==> config.mk <==
export PLATFORM = sky130hd
export DESIGN_NAME = uart_alu_ctrl
export DESIGN_NICKNAME = d
export VERILOG_FILES = /design/src/rtl/uart_pkg.sv /design/src/rtl/uart_timeout_cnt.sv /design/src/rtl/uart_alu_ctrl.sv
export SDC_FILE = /design/constraint.sdc
export NUM_CORES = 1
export LEC_CHECK = 0
export CORE_MARGIN = 2
export CORE_UTILIZATION = 45
export CTS_CLUSTER_DIAMETER = 40
export CTS_CLUSTER_SIZE = 24
export DETAILED_ROUTE_END_ITERATION = 10
export GPL_ROUTABILITY_DRIVEN = 0
export HOLD_SLACK_MARGIN = 0.08
export PLACE_DENSITY = 0.83
export SLEW_MARGIN = 20
export SYNTH_ARGS = -nofsm -noshare
export SYNTH_HDL_FRONTEND = slang
export SYNTH_SLANG_ARGS = --single-unit
==> constraint.sdc <==
create_clock -name clk -period 2.6 [get_ports clk]
set_input_delay 0.26 -clock clk [delete_from_list [all_inputs] [get_ports clk]]
set_output_delay 0.26 -clock clk [all_outputs]
set_load 0.02 [all_outputs]
==> src/rtl/uart_pkg.sv <==
// Shared types and opcode constants for the UART/ALU command path.
package uart_pkg;

    typedef enum logic [2:0] {
        WAIT_A  = 3'd0,
        WAIT_B  = 3'd1,
        WAIT_OP = 3'd2,
        EXEC    = 3'd3,
        SEND    = 3'd4,
        WAIT_TX = 3'd5
    } ctrl_state_t;

    localparam logic [5:0] OP_ADD = 6'h20;
    localparam logic [5:0] OP_SUB = 6'h22;
    localparam logic [5:0] OP_AND = 6'h24;
    localparam logic [5:0] OP_OR  = 6'h25;
    localparam logic [5:0] OP_XOR = 6'h26;
    localparam logic [5:0] OP_SRA = 6'h03;
    localparam logic [5:0] OP_SRL = 6'h02;
    localparam logic [5:0] OP_NOR = 6'h27;

endpackage

==> src/rtl/uart_timeout_cnt.sv <==
// Inter-byte timeout counter: clears on request, counts while enabled,
// flags the cycle in which it sits at TIMEOUT_CYCLES-1.
module uart_timeout_cnt #(
    parameter int TIMEOUT_CYCLES = 5000000
) (
    input  logic clk,
    input  logic reset,
    input  logic clear,
    input  logic enable,
    output logic expired
);

    localparam int CNT_W = $clog2(TIMEOUT_CYCLES + 1);
    localparam logic [CNT_W-1:0] LAST = CNT_W'(TIMEOUT_CYCLES - 1);

    logic [CNT_W-1:0] count;

    always_ff @(posedge clk) begin
        if (reset) begin
            count <= '0;
        end else if (clear) begin
            count <= '0;
        end else if (enable) begin
            count <= count + CNT_W'(1);
        end
    end

    assign expired = enable && (count == LAST);

endmodule

==> src/rtl/uart_alu_ctrl.sv <==
// Command sequencer: collects A, B, opcode bytes, runs the external ALU and
// hands the result to the transmitter. Optional timeout: UART_CTRL_TIMEOUT_EN.
//
// state   | meaning
// WAIT_A  | idle, next rx byte is operand A
// WAIT_B  | next rx byte is operand B
// WAIT_OP | next rx byte is the opcode
// EXEC    | ALU inputs stable, capture result
// SEND    | tx_start high for this cycle
// WAIT_TX | waiting for tx_done from the transmitter
module uart_alu_ctrl
    import uart_pkg::*;
#(
    parameter int DATA_W         = 8,
    parameter int OP_W           = 6,
    parameter int TIMEOUT_CYCLES = 5000000
) (
    input  logic              clk,
    input  logic              reset,
    input  logic [DATA_W-1:0] rx_data,
    input  logic              rx_valid,
    output logic [DATA_W-1:0] alu_a,
    output logic [DATA_W-1:0] alu_b,
    output logic [OP_W-1:0]   alu_op,
    input  logic [DATA_W-1:0] alu_result,
    output logic [DATA_W-1:0] tx_data,
    output logic              tx_start,
    input  logic              tx_done,
    output logic              busy,
    output logic              err_overrun,
    output logic              err_timeout
);

    ctrl_state_t state;
    logic        tmo_expired;
    logic        rx_blocked;

    assign busy       = (state != WAIT_A);
    assign rx_blocked = (state == EXEC) || (state == SEND) || (state == WAIT_TX);

`ifdef UART_CTRL_TIMEOUT_EN
    logic tmo_wait;
    assign tmo_wait = (state == WAIT_B) || (state == WAIT_OP);

    uart_timeout_cnt #(
        .TIMEOUT_CYCLES(TIMEOUT_CYCLES)
    ) u_timeout_cnt (
        .clk    (clk),
        .reset  (reset),
        .clear  (rx_valid || !tmo_wait),
        .enable (tmo_wait),
        .expired(tmo_expired)
    );
`else
    assign tmo_expired = 1'b0;
`endif

    always_ff @(posedge clk) begin
        if (reset) begin
            state       <= WAIT_A;
            alu_a       <= '0;
            alu_b       <= '0;
            alu_op      <= '0;
            tx_data     <= '0;
            tx_start    <= 1'b0;
            err_overrun <= 1'b0;
            err_timeout <= 1'b0;
        end else begin
            tx_start    <= 1'b0;
            err_timeout <= 1'b0;
            err_overrun <= rx_valid && rx_blocked;
            case (state)
                WAIT_A: begin
                    if (rx_valid) begin
                        alu_a <= rx_data;
                        state <= WAIT_B;
                    end
                end
                // an arriving byte beats a timeout firing in the same cycle
                WAIT_B: begin
                    if (rx_valid) begin
                        alu_b <= rx_data;
                        state <= WAIT_OP;
                    end else if (tmo_expired) begin
                        err_timeout <= 1'b1;
                        state       <= WAIT_A;
                    end
                end
                WAIT_OP: begin
                    if (rx_valid) begin
                        alu_op <= rx_data[OP_W-1:0];
                        state  <= EXEC;
                    end else if (tmo_expired) begin
                        err_timeout <= 1'b1;
                        state       <= WAIT_A;
                    end
                end
                EXEC: begin
                    tx_data  <= alu_result;
                    tx_start <= 1'b1;
                    state    <= SEND;
                end
                SEND: begin
                    state <= WAIT_TX;
                end
                WAIT_TX: begin
                    if (tx_done) begin
                        state <= WAIT_A;
                    end
                end
                default: begin
                    state <= WAIT_A;
                end
            endcase
        end
    end

endmodule

==> results.toml <==
[route]
wl_per_cell_um = 13.3
wirelength_mm = 2.87
num_vias = 1103
drtPass1Iterations = 4
viasPerCell = 5.11
ant_nets = 0
drc = 0
drtIter0Drc = 35

[timing]
fin_crit_ns = 1.96
hold_viol_final = 0
grt_setup_unrepaired = "false"
final_max_slew_viol_count = 0
fmax_mhz = 510
fin_tns_setup_ns = 0
maxSlewHeadroom_pct = 59.7
max_slew.worst_pin.slew_ns = 0.602
final.period_utilization_pct = 75.4
skew_ns = 0.00894
finalSetupViolCount = 0

[synth]
ys_ff_latch = 35
syn-num-nets = 156
yosysMostFrequentCell = "dfxtp_1"
synth_seq_area_share_pct = 51.9
synthTopCellsByArea = "dfxtp_1 52%, mux2i_1 16%, nor2_1 6.4%"
async_reset_ff_share_pct = 0
netlist_area_um2 = 1350
synth_common_cells = "35 x dfxtp_1, 23 x nor2_1, 22 x mux2i_1"
synth-main-ff-cell = "dfxtp_1"
yosysTopAreaCell = "dfxtp_1"
ys.warnings.count = 0
netlist_instances = 136
netlist.area_leader.share_pct = 51.9
synth_edf_count = 0
ys_types = 23
syn_avg_cell_area_um2 = 9.94

[pwr]
power.density_nw_per_um2 = 596
p_total_mw = 1.15
p_leak_nw = 0.758
vdd_ir_drop_max_mv = 0.445

[floorplan]
start_util_pct = 48.2
die_area_um2 = 3460
ioPinCount = 54
dieHeight_um = 58.8
die_width_um = 58.8
core_area_um2 = 2810
std_cell_rows = 19

[cells_and_area]
area_delta_synth_final_pct = 42.8
num-nets-final = 204
num_antenna_cells = 0
drive_gt1_share_pct = 7.57

[clock_network]
cts_setup_buffers = 0
ctsResizeCount = 0
tritoncts = "built"
htree_levels = 2
root_buffer = "clkbuf_4"
cts_made_buffers = 5
clk_path_buf_depth = 2
worstSkewPairLatency_ns = 0.34
cts_hold_buf = 0
clk_pin_slew_ns = 0.11
cts_sinks = 35

[critical_path]
cp-end-kind = "output pin"
cp_slowest_stage_delay_ns = 0.54
worstSetupPathType = "reg -> out"
critPathRequiredTime_ns = 2.34
arrival_ns = 1.70
critPathTopFamily = "buffers and inverters"
critPathBufInv = 1
cp_max_fo = 11
slowest_stage = "clkdlybuf4s50_1"
cp_cell_sequence = "or3_1 > clkdlybuf4s50_1"
critical_path.startpoint_type = "flop"
reg2reg_slack_ns = 1.05

[global_routing]
grt_pass1_wl_mm = 4.58
overflow = 0
antenna_found_initial = 0
grt_util_met3_pct = 7.47
grt_util_met2_pct = 27.8
busiest_layer = "met2"
grt_max_degree = 36
first_global_vias = 1076
grt.total_usage_pct = 17.6
gr-usage-met1_pct = 20.9

[placed_design]
io_buffers = 52

[min_path]
holdCritPathClass = "reg -> reg"

[status]
run_status = "finished clean"

[run]
drv_cap = 0
==> worst paths after layout <==
check,startpoint,end,cells after the start
max reg2reg,state[0],tx_data[5],3
max,state[0],busy,2
min reg2reg,alu_a[5],alu_a[5],2
min,alu_a[5],alu_a[5],2
==> power breakdown <==
part | internal (mW) | total (mW) | switching [mW]
clock network | 0.227 | 0.405 | 0.178
registers | 0.557 | 0.574 | 0.0171
logic | 0.0906 | 0.171 | 0.0803
total | 0.875 | 1.15 | 0.275
==> logic make-up (layout without fill, tap and decap cells) <==
kind of cell           Yosys count  count (layout)  synth area share [%]
buffers and inverters           12              61                  5.55
AOI/OAI and AO/OA               15              15                  6.30
DFF                             35              35                  51.9
other                            1               1                 0.278
and+or+nand+nor                 51              51                  19.7
muxes                           22              22                  16.3
==> per-layer routing <==
| metal | part of all wire, % | vias to the layer above |
|---|---|---|
| li1 | - | 544 |
| met2 | 47 | 39 |
| met5 | 0 | - |
| met1 | 43 | 515 |
| met4 | 1.6 | 0 |
| met3 | 7.9 | 5 |
==> final cells by class <==
cell class / count / area (µm²)
Timing Repair Buffer: 53 / 528
Multi-Input combinational cell: 89 / 576
Clock inverter: 2 / 35.0
Fill cell: 218 / 876
Clock buffer: 6 / 51.3
Sequential cell: 35 / 701
Tap cell: 31 / 38.8
==> worst register-to-register path: stages, from the launching register on <==
cell,delay [ns]
dfxtp_1,0.56
nand3b_1,0.50
mux2i_1,0.33
nor2_1,0.05
==> registers in the layout (all words and copies together) (netlist names) <==
register and cells:
alu_a 8, alu_b 8, tx_data 8, alu_op 6, state 3, err_overrun 1, tx_start 1
==> layout by cell type (no fill, tap or decap), drive strengths merged <==
cell           count
clkdlybuf4s50     52
dfxtp             35
nor2              23
mux2i             22
nand2             16
a21oi             11
clkbuf             6
nand2b             3
and4bb             2
nand3b             2
or4b               2
or3                1
nor4b              1
a21o               1
or2b               1
a211oi             1
o21ai              1
o21ba              1
conb               1
clkinv             1
bufinv             1
buf                1
==> stage by stage <==
stage | instances | instance area, µm² | util, % | worst slack (ns) | hold WS [ns]
after floorplan | 136 | 1350 | - | 1.31 | 0.390
after global placement | 208 | 1840 | 65.7 | 0.924 | 0.444
after detailed placement | 208 | 1840 | 65.7 | 0.863 | 0.447
after CTS | 216 | 1930 | 68.8 | 0.629 | 0.463
after global routing | 216 | 1930 | 68.8 | 0.579 | 0.491
final | 216 | 1930 | 68.8 | 0.640 | 0.460
Power figures use the tool's default switching activity.
